## src/rtl/timer_mmss_multi.sv

```systemverilog
`default_nettype none
// ============================================================================
//  Module      : timer_mmss_multi
//  Description : BCD mm:ss timer with N minute digits, seconds prescaler,
//                up/down counting, start/stop, auto-reload and done pulse.
//                Digits are keyed in serially and the count drives the
//                7-segment display path directly.
//  Revision    : 1.0 - initial release
// ============================================================================
module timer_mmss_multi #(
    parameter int MIN_DIGITS = 2,
    parameter int TICK_DIV   = 100
) (
    input  logic                    clock,
    input  logic                    clr,
    input  logic [3:0]              data,
    input  logic                    load,
    input  logic                    start,
    input  logic                    stop,
    input  logic                    up,
    input  logic                    reload_en,
    output logic [3:0]              sec_ones,
    output logic [3:0]              sec_tens,
    output logic [4*MIN_DIGITS-1:0] mins,
    output logic                    zero,
    output logic                    running,
    output logic                    done
);

    localparam int c_MW = 4 * MIN_DIGITS;
    localparam int c_CW = c_MW + 8;
    localparam int c_PW = (TICK_DIV > 1) ? $clog2(TICK_DIV) : 1;
    localparam logic [c_PW-1:0] c_PRESC_TOP = c_PW'(TICK_DIV - 1);

    localparam logic [1:0] c_IDLE  = 2'd0;
    localparam logic [1:0] c_RUN   = 2'd1;
    localparam logic [1:0] c_PAUSE = 2'd2;
    localparam logic [1:0] c_DONE  = 2'd3;

    // Count and preset are held as {minutes, sec_tens, sec_ones}.
    logic [1:0]      r_state;
    logic [1:0]      w_state_nxt;
    logic            r_running;
    logic            r_done;
    logic [c_CW-1:0] r_cnt;
    logic [c_CW-1:0] r_preset;
    logic [c_PW-1:0] r_presc;

    logic [c_CW-1:0] w_shift;
    logic [c_CW-1:0] w_step;
    logic [c_CW-1:0] w_start_val;
    logic [c_CW-1:0] w_target;
    logic            w_tick;
    logic            w_at_tgt;
    logic            w_hit;
    logic            w_preset_zero;

    assign w_start_val   = up ? '0 : r_preset;
    assign w_target      = up ? r_preset : '0;
    assign w_tick        = (r_presc == c_PRESC_TOP);
    assign w_at_tgt      = (r_cnt == w_target);
    assign w_hit         = (w_step == w_target);
    assign w_preset_zero = (r_preset == '0);

    // Keypad entry: shift the display left one digit, clamping to valid BCD.
    always_comb begin
        w_shift      = {r_cnt[c_CW-5:0], 4'd0};
        w_shift[3:0] = (data > 4'd9) ? 4'd9 : data;
        w_shift[7:4] = (r_cnt[3:0] > 4'd5) ? 4'd5 : r_cnt[3:0];
    end

    // One BCD step up or down; seconds tens wraps at 5, every other digit at 9.
    always_comb begin : p_step
        logic       w_cy;
        logic [3:0] w_lim;
        w_step = r_cnt;
        w_cy   = 1'b1;
        w_lim  = 4'd9;
        for (int i = 0; i < MIN_DIGITS + 2; i++) begin
            w_lim = (i == 1) ? 4'd5 : 4'd9;
            if (w_cy) begin
                if (up) begin
                    if (r_cnt[4*i +: 4] >= w_lim) begin
                        w_step[4*i +: 4] = 4'd0;
                    end else begin
                        w_step[4*i +: 4] = r_cnt[4*i +: 4] + 4'd1;
                        w_cy             = 1'b0;
                    end
                end else begin
                    if (r_cnt[4*i +: 4] == 4'd0) begin
                        w_step[4*i +: 4] = w_lim;
                    end else begin
                        w_step[4*i +: 4] = r_cnt[4*i +: 4] - 4'd1;
                        w_cy             = 1'b0;
                    end
                end
            end
        end
    end

    // Next-state logic; stop always beats start.
    always_comb begin
        w_state_nxt = r_state;
        case (r_state)
            c_IDLE, c_DONE: begin
                if (start) begin
                    w_state_nxt = w_preset_zero ? c_DONE : c_RUN;
                end else if (load) begin
                    w_state_nxt = c_IDLE;
                end
            end
            c_RUN: begin
                if (stop) begin
                    w_state_nxt = c_PAUSE;
                end else if (w_tick && !w_at_tgt && w_hit && !reload_en) begin
                    w_state_nxt = c_DONE;
                end
            end
            c_PAUSE: begin
                if (start && !stop) begin
                    w_state_nxt = c_RUN;
                end
            end
            default: w_state_nxt = c_IDLE;
        endcase
    end

    // State register with registered running flag.
    always_ff @(posedge clock or posedge clr) begin
        if (clr) begin
            r_state   <= c_IDLE;
            r_running <= 1'b0;
        end else begin
            r_state   <= w_state_nxt;
            r_running <= (w_state_nxt == c_RUN);
        end
    end

    // Count, preset and prescaler datapath; done is a single-cycle strobe.
    always_ff @(posedge clock or posedge clr) begin
        if (clr) begin
            r_cnt    <= '0;
            r_preset <= '0;
            r_presc  <= '0;
            r_done   <= 1'b0;
        end else begin
            r_done <= 1'b0;
            case (r_state)
                c_IDLE, c_DONE: begin
                    if (start) begin
                        r_cnt   <= w_start_val;
                        r_presc <= '0;
                        r_done  <= w_preset_zero;
                    end else if (load) begin
                        r_cnt    <= w_shift;
                        r_preset <= w_shift;
                    end
                end
                c_RUN: begin
                    if (!stop) begin
                        if (w_tick) begin
                            r_presc <= '0;
                            // Terminal value is shown for a full tick before reloading.
                            if (w_at_tgt) begin
                                r_cnt <= w_start_val;
                            end else begin
                                r_cnt  <= w_step;
                                r_done <= w_hit;
                            end
                        end else begin
                            r_presc <= r_presc + 1'b1;
                        end
                    end
                end
                default: ;
            endcase
        end
    end

    assign sec_ones = r_cnt[3:0];
    assign sec_tens = r_cnt[7:4];
    assign mins     = r_cnt[c_CW-1:8];
    assign zero     = (r_cnt == '0);
    assign running  = r_running;
    assign done     = r_done;

endmodule
`default_nettype wire

```

## config.mk

```make
export PLATFORM = sky130hd
export DESIGN_NAME = timer_mmss_multi
export DESIGN_NICKNAME = d
export VERILOG_FILES = /design/src/rtl/timer_mmss_multi.sv
export SDC_FILE = /design/constraint.sdc
export NUM_CORES = 1
export LEC_CHECK = 0
export CORE_MARGIN = 5
export CORE_UTILIZATION = 61
export DETAILED_ROUTE_END_ITERATION = 16
export GPL_TIMING_DRIVEN = 1
export PLACE_DENSITY = 0.91
export SYNTH_ARGS = -nofsm -noshare
export SYNTH_HDL_FRONTEND = slang
export SYNTH_SLANG_ARGS = --single-unit
```

## constraint.sdc

```tcl
create_clock -name clock -period 5.1 [get_ports clock]
set_input_delay 0.51 -clock clock [delete_from_list [all_inputs] [get_ports clock]]
set_output_delay 0.51 -clock clock [all_outputs]
set_load 0.02 [all_outputs]
```

Word-level counts from Yosys, hierarchy flattened
Cells that the tools add are included.

storage, ports and cells
  bits in registers = 43
  input port bits = 11
  word-level logic and storage cells = 104

operators by class
  $add $sub $neg = 9
  magnitude comparators = 6
  equality and inequality tests = 11
  muxes and demuxes = 52
  bitwise gates (word level) = 1
  reduce and logical (&&, ||, !) cells = 19

operators with widths
  cell                                                                count
  2-to-1 mux 16 bit                                                   7
  2-to-1 mux 4 bit                                                    17
  equality test 16 bit                                                2
  logical NOT 16 bit                                                  2
  case mux 16 bit (2 select lines)                                    1
  2-to-1 mux 7 bit                                                    3
  adder 4 x 1 -> 4 bit (second input constant)                        4
  logical NOT 4 bit                                                   4
  subtractor 4 x 1 -> 4 bit (second input constant)                   4
  2-to-1 mux 1 bit                                                    15
  case mux 7 bit (2 select lines)                                     1
  greater-or-equal comparator 4 bit (second input constant)           3
  2-to-1 mux 2 bit                                                    6
  adder 7 x 1 -> 7 bit (second input constant)                        1
  equality test 7 bit (second input constant)                         1
  != test 2 bit (second input constant)                               3
  case mux 2 bit (3 select lines)                                     1
  AND reduction 3 bit                                                 2
  equality test 2 x 1 -> 1 bit (second input constant)                2
  equality test 2 bit (second input constant)                         2
  greater-or-equal comparator 4 x 3 -> 1 bit (second input constant)  1
  > comparator 4 x 3 -> 1 bit (second input constant)                 1
  > comparator 4 bit (second input constant)                          1
  logical AND 1 bit                                                   4
  other kinds (8)                                                     10

Longest topological paths before layout
Gate-level depths: netlist of the first run.

  depth in word-level cells = 13
  depth in mapped cells = 15
  depth with buffers taken out = 12

Least setup slack after synthesis of the first run
Ideal clock, no wire load.

  kind = register to register
  start point = reg r_cnt[0]
  end point = reg r_running, in the netlist running
  arrival = 3.518 ns
  data required time = 4.978 ns
  setup slack = 1.460 ns
  stages on the path, launching flop included = 16
  period minus slack after synthesis = 3.640 ns
  cell sequence = dfrtp_1 > clkbuf_1 > inv_1 > ha_1 > buf_2 > or4b_4 > o21a_1 > buf_6 > a21oi_4 > nor3_1 > or4_1 > or4_1 > nor4_2 > nand4_1 > a21oi_1 > nor2b_1

on the way
  cells in the longest elaborated chain, start to end = 13
  elaborated cells on any way between the ends = 25

ends and longest elaborated chain
  what                                                                           RTL line  text
  from (decl)                                                                    45        logic [c_CW-1:0] r_cnt;
  from (signal assigned)                                                         151       r_cnt <= w_start_val;
  from (signal assigned)                                                         155       r_cnt <= w_shift;
  from (signal assigned)                                                         165       r_cnt <= w_start_val;
  greater-or-equal comparator 4 bit / logical NOT 4 bit (equally long branches)  83, 90
  2-to-1 mux 1 bit (on tied branches)                                            83, 90
  2-to-1 mux 1 bit                                                               82        if (up) begin
  2-to-1 mux 1 bit (2 in a row)                                                  81        if (w_cy) begin
  2-to-1 mux 4 bit                                                               81
  equality test 16 bit                                                           62        assign w_hit = (w_step == w_target);
  logical AND 1 bit * (2 in a row)                                               115       end else if (w_tick && !w_at_tgt && w_hit && !reload_en) begin
  2-to-1 mux 2 bit *                                                             115
  2-to-1 mux 2 bit *                                                             113       if (stop) begin
  case mux 2 bit (3 select lines) *                                              104       case (r_state)
  via w_state_nxt[1]                                                             42        logic [1:0] w_state_nxt;
  equality test 2 x 1 -> 1 bit *                                                 135       r_running <= (w_state_nxt == c_RUN);
  to (signal assigned)                                                           135
  to (decl)                                                                      43        logic r_running;

Mark *: on every way through the listed nets, which the timed path passes. The rest lies on a longest branch.
A chain may end at the register's enable or synchronous reset.

Worst setup path after layout of the first run
Ends and elaborated chain as after synthesis.

==> results of run 1 <==
==> cells by family after synthesis <==
logic type               Yosys count  share of synthesized area
AO/OA/AOI/OAI                    188                      0.287
XOR/XNOR                          15                     0.0299
adder cells (fa/ha/maj)           15                     0.0427
buffers and inverters             86                     0.0848
flip-flops                        43                      0.245
multiplexers                      15                     0.0393
AND/OR/NAND/NOR                  229                      0.272
==> metal layers <==
layer  GRT usage  wire (µm)  vias up
met4       0.138        518        0
met5           0          0        -
met3      0.0542       1390       41
met1       0.435       5500     2166
li1            -          -     2118
met2       0.517       6370      302
==> stage by stage <==
step                setup slack (ns)   util  area [µm²]
finish                          1.10  0.657        4690
global route                   0.839  0.657        4690
CTS                             1.16  0.657        4690
detailed placement              1.19  0.641        4570
global placement                1.32  0.641        4570
floorplan                       1.46      -        4400
==> registers in the layout (all words and copies together), names as in the netlist <==
signal / flops
r_cnt: 16
r_preset: 16
r_state: 2
done: 1
running: 1
r_presc: 7
==> path summary, 6_finish.rpt <==
path / depth (start not counted) / slack [ns] / from / end
hold / removal: 2 / 0.54 / r_presc[1]$_DFFE_PP0P_ / r_presc[1]$_DFFE_PP0P_
hold reg to reg: 2 / 0.54 / r_presc[1]$_DFFE_PP0P_ / r_presc[1]$_DFFE_PP0P_
setup / recovery: 12 / 1.10 / r_cnt[0]$_DFFE_PP0P_ / running$_DFF_PP0_
min in group asynchronous: 3 / 0.65 / clr / r_cnt[5]$_DFFE_PP0P_
setup reg to reg: 12 / 1.10 / r_cnt[0]$_DFFE_PP0P_ / running$_DFF_PP0_
max in group asynchronous: 3 / 4.08 / clr / r_cnt[1]$_DFFE_PP0P_
==> power groups by stage <==
stage / sequential, W / combinational, W / clock (W)
after global placement: 0.000820 / 0.00174 / 0
after CTS: 0.000823 / 0.00179 / 0.000293
final: 0.000844 / 0.00182 / 0.000290
after detailed placement: 0.000832 / 0.00178 / 0
after global routing: 0.000871 / 0.00201 / 0.000308
after floorplan: 0.000575 / 0.00154 / 0
==> critical path: stages, from the launching register on <==
cell and delay (ns):
dfrtp_1 0.53, inv_1 0.17, ha_1 0.35, or4b_4 0.53, o21a_1 0.25, a21oi_4 0.28, nor3_1 0.11, or4_1 0.51
or4_1 0.50, nor4_2 0.15, nand4_1 0.19, a21oi_1 0.23, nor2b_1 0.07
==> synth_stat cells (all sizes together) (5+ instances only) <==
cell and number:
o21a 5, or4 5, ha 15, nor4 6
xnor2 10, mux2i 6, nor2 40, o22ai 9
inv 19, nand2 68, a211oi 6, dfrtp 43
o211ai 5, o21ai 67, nand4 13, buf 18
mux2 8, nor2b 9, or3b 5, and3 9
xor2 5, nand2b 14, a31o 7, nor3b 9
a21oi 30, clkbuf 49, a222oi 13, nand3 15
nor3 16
==> final cells by class <==
type	count	share of cell area
Multi-Input combinational cell	462	0.629
Tap cell	99	0.0264
Timing Repair Buffer	36	0.0747
Clock buffer	6	0.0176
Inverter	19	0.0152
Sequential cell	43	0.229
Clock inverter	2	0.00747
==> flow_metrics.tcl, run 1 <==
set metrics [dict create \
    layout-drive-gt1-share 0.0863 \
    tns_ns 0 \
    h-tree-depth 2 \
    dp_cells 659 \
    drt-initial-drc-count 555 \
    antenna_found_initial 0 \
    syn_nets 617 \
    overflow 0 \
    async_flop_share 1.00 \
    drcViolationCount 0 \
    period_share 0.784 \
    fillCellCount 648 \
    wl_per_cell_um 20.7 \
    grt_pass1_wl_um 22800 \
    gp_congestion 0.985 \
    grt_max_degree 64 \
    post_cts_buffers 0 \
    syn-cell-area_um2 4400 \
    syn_avg_cell_area_um2 7.44 \
    io_buffers 29 \
    p_clk_frac 0.098 \
    max_slew_margin 0.234 \
    clockBufferDepth 2 \
    leakagePower_nw 1.83 \
    sw_frac_of_total 0.533 \
    finClkSkew_ns 0.0132 \
    cts_tree "built" \
    switchingPower_w 0.00157 \
    peakVddDrop_v 0.000362 \
    die_y_um 94.9 \
    status "finished, final reports clean" \
    rsz0062_at_grt "false" \
    slew_violations 0 \
    mostFrequentLayoutCells "nand2_1 (68), o21ai_0 (64), dfrtp_1 (43)" \
    synth.distinct_cells 71 \
    max_freq_mhz 250 \
    ys_seq_area_frac 0.245 \
    synth_top_cell_by_area "dfrtp_1" \
    cts.repair.resized 0 \
    fp-row-count 31 \
    io_pins 30 \
    core_area_um2 7140 \
    start_kind "register" \
    regArea_um2 1080 \
    share_seq_of_total_power 0.286 \
    track_usage 0.325 \
    cp-end-kind "register" \
    fin_cells 667 \
    syn_inst 591 \
    grt_pass1_vias 4426 \
    ant_nets 0 \
    dp_hpwl_um 9770 \
    crit_fanout 12 \
    yosysTopAreaCellShare 0.245 \
    vias_per_cell 6.94 \
    yosys_warnings 0 \
    dieArea_um2 9010 \
    fin_crit_ns 4.00 \
    hold_viol 0 \
    worst_pin_slew_ns 1.15 \
    arrival_ns 4.19 \
    ctsHoldBuffers 0 \
    p_int_w 0.00138 \
    ctsRootBufferMaster "clkbuf_8" \
    pwr-share-comb 0.615 \
    setup_viol 0 \
    totalWireLength_um 13800 \
    vias 4627 \
    drv_cap 0 \
    fin_nets 593 \
    p_per_area_nw_per_um2 629 \
    start_util 0.616 \
    clock_latency_ns 0.31 \
    synth-seq-cells 43 \
    holdWs_ns 0.544 \
    final_common_cell "nand2_1" \
    diodes 0 \
    multi_input_area_um2 2950 \
    worstSetupPathType "reg -> reg" \
    finalPower_w 0.00295 \
    synth_edf_count 0 \
    ys_top_cells_by_area "dfrtp_1 (24%), o21ai_0 (7.4%), nand2_1 (5.8%)" \
    critPathRequiredTime_ns 5.29 \
    synthFlopType "dfrtp_1" \
    drt_pass1_iterations 6 \
    numCtsBuffers 5 \
    min_path_type "reg -> reg" \
    cts.sinks 43 \
    clk_pin_slew_ns 0.10 \
    die_x_um 94.9 \
    syn_to_final_growth_pct 6.69 \
]
No activity file was read; power rests on OpenSTA's default activity.
==> run 2: changes to the inputs <==
--- a/config.mk
+++ b/config.mk
@@ -6,10 +6,10 @@
 export NUM_CORES = 1
 export LEC_CHECK = 0
 export CORE_MARGIN = 5
-export CORE_UTILIZATION = 61
+export CORE_UTILIZATION = 55
 export DETAILED_ROUTE_END_ITERATION = 16
 export GPL_TIMING_DRIVEN = 1
-export PLACE_DENSITY = 0.91
+export PLACE_DENSITY = 0.87
 export SYNTH_ARGS = -nofsm -noshare
 export SYNTH_HDL_FRONTEND = slang
 export SYNTH_SLANG_ARGS = --single-unit
==> constraint.sdc (replaced) <==
create_clock -name clock -period 3.5 [get_ports clock]
set_input_delay 0.35 -clock clock [delete_from_list [all_inputs] [get_ports clock]]
set_output_delay 0.35 -clock clock [all_outputs]
set_load 0.02 [all_outputs]
==> run 2 against run 1 <==
Clock power grew 39%. Total power grew 60%. Highest routed layer unchanged. Sequential share of layout area shrank 1.9 points. Worst setup slack lost 1.0 ns.
==> flow_metrics.tcl, run 2 (synthesis gave the netlist of run 1 again) <==
set metrics [dict create \
    ctsHoldBuffers 0 \
    drcViolationCount 0 \
    ant_nets 0 \
    grt_pass1_wl_um 23000 \
    clockBufferDepth 2 \
    arrival_ns 3.64 \
    gp_congestion 1.03 \
    worst_slack_ns 0.0922 \
    peakVddDrop_v 0.000589 \
    min_path_type "in -> async" \
    status "finished, final reports clean" \
    h-tree-depth 2 \
    use_met1 0.362 \
    syn_to_final_growth_pct 16.8 \
    crit_fanout 7 \
    multi_input_area_um2 3040 \
    drt-initial-drc-count 718 \
    finClkSkew_ns 0.00756 \
    drv_cap 0 \
    reg_top3 "r_cnt: 16 flops, r_preset: 16 flops, r_presc: 7 flops" \
    use_met3 0.0596 \
    fin_nets 639 \
    final_common_cell "nand2_1" \
    dieArea_um2 9880 \
    clk_pin_slew_ns 0.09 \
    track_usage 0.283 \
    die_x_um 99.4 \
    placed_area_um2 4900 \
    numCtsBuffers 5 \
    ctsRootBufferMaster "clkbuf_8" \
    setup_viol 0 \
    cts.sinks 43 \
    worst_pin_slew_ns 0.799 \
    start_util 0.566 \
    dp_cells 701 \
    max_slew_margin 0.467 \
    vias 4881 \
    fin_cells 716 \
    clock_latency_ns 0.31 \
    fp-row-count 32 \
    top_usage_layer "met2" \
    io_pins 30 \
    r2r_slack_ns 0.09 \
    fillCellCount 659 \
    die_y_um 99.4 \
    wl_per_cell_um 19.7 \
    core_area_um2 7770 \
    max_freq_mhz 293 \
    layout-drive-gt1-share 0.194 \
    start_kind "register" \
    vias_per_cell 6.82 \
    fin_crit_ns 3.41 \
    met2_usage 0.458 \
    totalWireLength_um 14100 \
    cts_tree "built" \
    grt_max_degree 44 \
    period_share 0.974 \
    antenna_found_initial 0 \
    slew_violations 0 \
    pre_cts_slack_ns -0.0566 \
    regArea_um2 1080 \
    grt_pass1_vias 4772 \
    worstSetupPathType "reg -> reg" \
    drt_pass1_iterations 7 \
    dp_hpwl_um 10100 \
    p_per_area_nw_per_um2 919 \
    diodes 0 \
    overflow 0 \
    io_buffers 29 \
    cp-end-kind "register" \
    leakagePower_nw 2.06 \
    critPathRequiredTime_ns 3.74 \
    hold_viol 0 \
    fin_area_um2 5140 \
    mostFrequentLayoutCells "nand2_1 (67), o21ai_0 (64), buf_4 (52)" \
    rsz0062_at_grt "true" \
    holdWs_ns 0.496 \
]
-- run 2: cell count changes in the layout (fill, tap and decap cells not counted), moves of 3 or more --
cell   before  now
buf_4       6   52
ha_1       15   10
ha_2        0    4
inv_1      17   14
-- run 2: per-layer routing --
metal / up-vias / routed length, µm
met5: - / 0
li1: 2214 / -
met2: 311 / 6450
met1: 2273 / 5450
met3: 83 / 1540
met4: 0 / 656
-- run 2: path summary, 6_finish.rpt --
path                                              from                      to  cells past startpoint
worst max register to register    r_cnt[0]$_DFFE_PP0P_       running$_DFF_PP0_                     12
max in group asynchronous                          clr    r_cnt[0]$_DFFE_PP0P_                      3
worst min-delay path                               clr   r_cnt[13]$_DFFE_PP0P_                      3
worst max-delay path              r_cnt[0]$_DFFE_PP0P_       running$_DFF_PP0_                     12
worst min register to register  r_presc[1]$_DFFE_PP0P_  r_presc[1]$_DFFE_PP0P_                      2
min in group clock              r_presc[1]$_DFFE_PP0P_  r_presc[1]$_DFFE_PP0P_                      2
-- run 2: cell type report --
class	instances	area share
Sequential cell	43	0.210
Inverter	19	0.0153
Multi-Input combinational cell	462	0.593
Timing Repair Buffer	82	0.135
Clock inverter	3	0.00852
Clock buffer	5	0.0134
Tap cell	102	0.0248
-- run 2: where the power goes --
| group | internal [W] | switching, W |
|---|---|---|
| Combinational | 0.00141 | 0.00189 |
| Sequential | 0.000678 | 0.000341 |
| Clock | 0.000213 | 0.000189 |
| Total | 0.00230 | 0.00242 |
-- run 2: worst max-delay path, cell delays in order (launching register included) --
cell and delay (ns):
dfrtp_2 0.45, inv_6 0.08, ha_4 0.17, or4b_4 0.50, o21a_1 0.17, a21oi_4 0.14, nor3_2 0.05, or4_4 0.51
or4_4 0.50, nor4_4 0.22, nand4_1 0.22, a21oi_2 0.20, nor2b_1 0.14
-- run 2: through the flow --
step,TNS (ns),utilization,total power [W]
floorplan,0,-,0.00314
global placement,0,0.631,0.00395
detailed placement,-0.0566,0.631,0.00406
CTS,0,0.647,0.00450
global route,-0.142,0.661,0.00505
finish,0,0.661,0.00472
-- run 2: repair_timing --
action,4_1_cts,5_1_grt
setup buffers,1,6
endpoints found under the setup margin,1,4
gates resized for setup,2,17
pin swaps,5,13
==> run 3: changes to the inputs <==
--- a/config.mk
+++ b/config.mk
@@ -6,8 +6,9 @@
 export NUM_CORES = 1
 export LEC_CHECK = 0
 export CORE_MARGIN = 5
-export CORE_UTILIZATION = 55
+export CORE_UTILIZATION = 59
 export DETAILED_ROUTE_END_ITERATION = 16
+export DONT_BUFFER_PORTS = 1
 export GPL_TIMING_DRIVEN = 1
 export PLACE_DENSITY = 0.87
 export SYNTH_ARGS = -nofsm -noshare
==> run 3 against run 2 <==
Total power decreased by 6.2%. Die area is 6.1% lower. Global-route usage grew 1.0 points. Wire length is 4.7% lower. Critical path type unchanged. Sequential power about the same. Critical path depth shrank 1.
==> flow_metrics.tcl, run 3 (synthesis gave the netlist of run 1 again) <==
set metrics [dict create \
    io_buffers 0 \
    worst_slack_ns 0.0346 \
    p_int_w 0.00212 \
    cts.sinks 43 \
    reg_top3 "r_cnt: 16 flops, r_preset: 16 flops, r_presc: 7 flops" \
    share_seq_of_total_power 0.238 \
    track_usage 0.293 \
    cts_tree "built" \
    arrival_ns 3.70 \
    wl_per_cell_um 19.9 \
    dp_cells 659 \
    clock_latency_ns 0.30 \
    fin_crit_ns 3.47 \
    fin_cells 673 \
    ctsRootBufferMaster "clkbuf_8" \
    layout-drive-gt1-share 0.178 \
    critPathRequiredTime_ns 3.73 \
    die_y_um 96.3 \
    h-tree-depth 2 \
    setup_viol 0 \
    antenna_found_initial 0 \
    drt_pass1_iterations 6 \
    p_clk_frac 0.096 \
    period_share 0.990 \
    max_freq_mhz 289 \
    holdWs_ns 0.0601 \
    grt_max_degree 76 \
    die_x_um 96.3 \
    syn_to_final_growth_pct 8.03 \
    vias 4663 \
    clockBufferDepth 2 \
    switchingPower_w 0.00230 \
    start_kind "register" \
    min_path_type "in -> async" \
    grt_pass1_wl_um 21400 \
    core_area_um2 7250 \
    totalWireLength_um 13400 \
    cp-end-kind "register" \
    io_pins 30 \
    rsz0062_at_grt "true" \
    slew_violations 0 \
    fin_nets 599 \
    fp-row-count 31 \
    dieArea_um2 9280 \
    clk_pin_slew_ns 0.09 \
    diodes 0 \
    start_util 0.606 \
    drt-initial-drc-count 700 \
    mostFrequentLayoutCells "nand2_1 (68), o21ai_0 (64), buf_4 (42)" \
    drv_cap 0 \
    grt_pass1_vias 4217 \
    postLayoutCoreUtil 0.655 \
    drcViolationCount 0 \
    overflow 0 \
    sw_frac_of_total 0.520 \
    final_common_cell "nand2_1" \
    dp_hpwl_um 9510 \
    hold_viol 0 \
    finClkSkew_ns 0.00835 \
    numCtsBuffers 5 \
    tns_ns 0 \
    peakVddDrop_v 0.000557 \
    crit_fanout 5 \
    ant_nets 0 \
    vias_per_cell 6.93 \
    worst_pin_slew_ns 1.21 \
    p_per_area_nw_per_um2 932 \
    max_slew_margin 0.192 \
    pwr-share-comb 0.666 \
    leakagePower_nw 1.90 \
    worstSetupPathType "reg -> reg" \
    pre_cts_slack_ns -0.0744 \
    status "finished, final reports clean" \
    gp_congestion 0.985 \
]
run 3: cell count changes in the layout (fill, tap and decap cells not counted), sizes merged:
| cell | change |
|---|---|
| clkbuf | +1 |
| clkdlybuf4s50 | -28 |
| buf | -12 |
| clkinv | -1 |
run 3: worst paths after layout:
path | start | end | slack [ns] | cells past startpoint
max in group asynchronous | clr | r_cnt[4]$_DFFE_PP0P_ | 3.03 | 2
max reg2reg | r_cnt[0]$_DFFE_PP0P_ | running$_DFF_PP0_ | 0.03 | 11
min | clr | r_preset[13]$_DFFE_PP0P_ | 0.06 | 2
max | r_cnt[0]$_DFFE_PP0P_ | running$_DFF_PP0_ | 0.03 | 11
min in group clock | data[3] | r_preset[3]$_DFFE_PP0P_ | 0.19 | 1
min reg2reg | r_presc[1]$_DFFE_PP0P_ | r_presc[1]$_DFFE_PP0P_ | 0.54 | 2
run 3: routing by layer:
metal | wire length (µm) | track usage
met1 | 5190 | 0.392
met2 | 6190 | 0.471
met3 | 1650 | 0.0516
met4 | 396 | 0.111
met5 | 0 | 0
run 3: area by class of cell:
type | count | area (µm²)
Clock buffer | 6 | 82.6
Timing Repair Buffer | 42 | 315
Inverter | 19 | 78.8
Sequential cell | 43 | 1080
Clock inverter | 2 | 38.8
Multi-Input combinational cell | 462 | 3030
Fill cell | 624 | 2500
Tap cell | 99 | 124
run 3: power by group through the flow:
stage,combinational [W],sequential [W],clock (W)
floorplan,0.00230,0.000841,0
global placement,0.00269,0.00103,0
detailed placement,0.00276,0.00105,0
CTS,0.00280,0.00104,0.000426
global route,0.00320,0.00108,0.000452
finish,0.00295,0.00105,0.000424
run 3: timing repair:
| item | in CTS | in global routing |
|---|---|---|
| hold buffers | 0 | 0 |
| endpoints found under the setup margin | 2 | 5 |
| pin swaps | 6 | 10 |
| resized for setup | 4 | 13 |
| buffers inserted | 3 | 3 |
run 3: stage by stage:
step	instance area, µm²	power (W)
after global routing	4750	0.00473
after detailed placement	4520	0.00381
after global placement	4520	0.00372
final	4750	0.00443
after CTS	4680	0.00427
after floorplan	4450	0.00314
run 3: worst max-delay path: stages (launching register included):
cell      delay [ns]
dfrtp_2         0.45
ha_1            0.28
nor3b_1         0.38
o21ai_2         0.13
o221ai_1        0.26
nor2_1          0.11
or4_1           0.50
or4_4           0.51
nor4_4          0.22
nand4_1         0.23
a21oi_2         0.19
nor2b_1         0.13
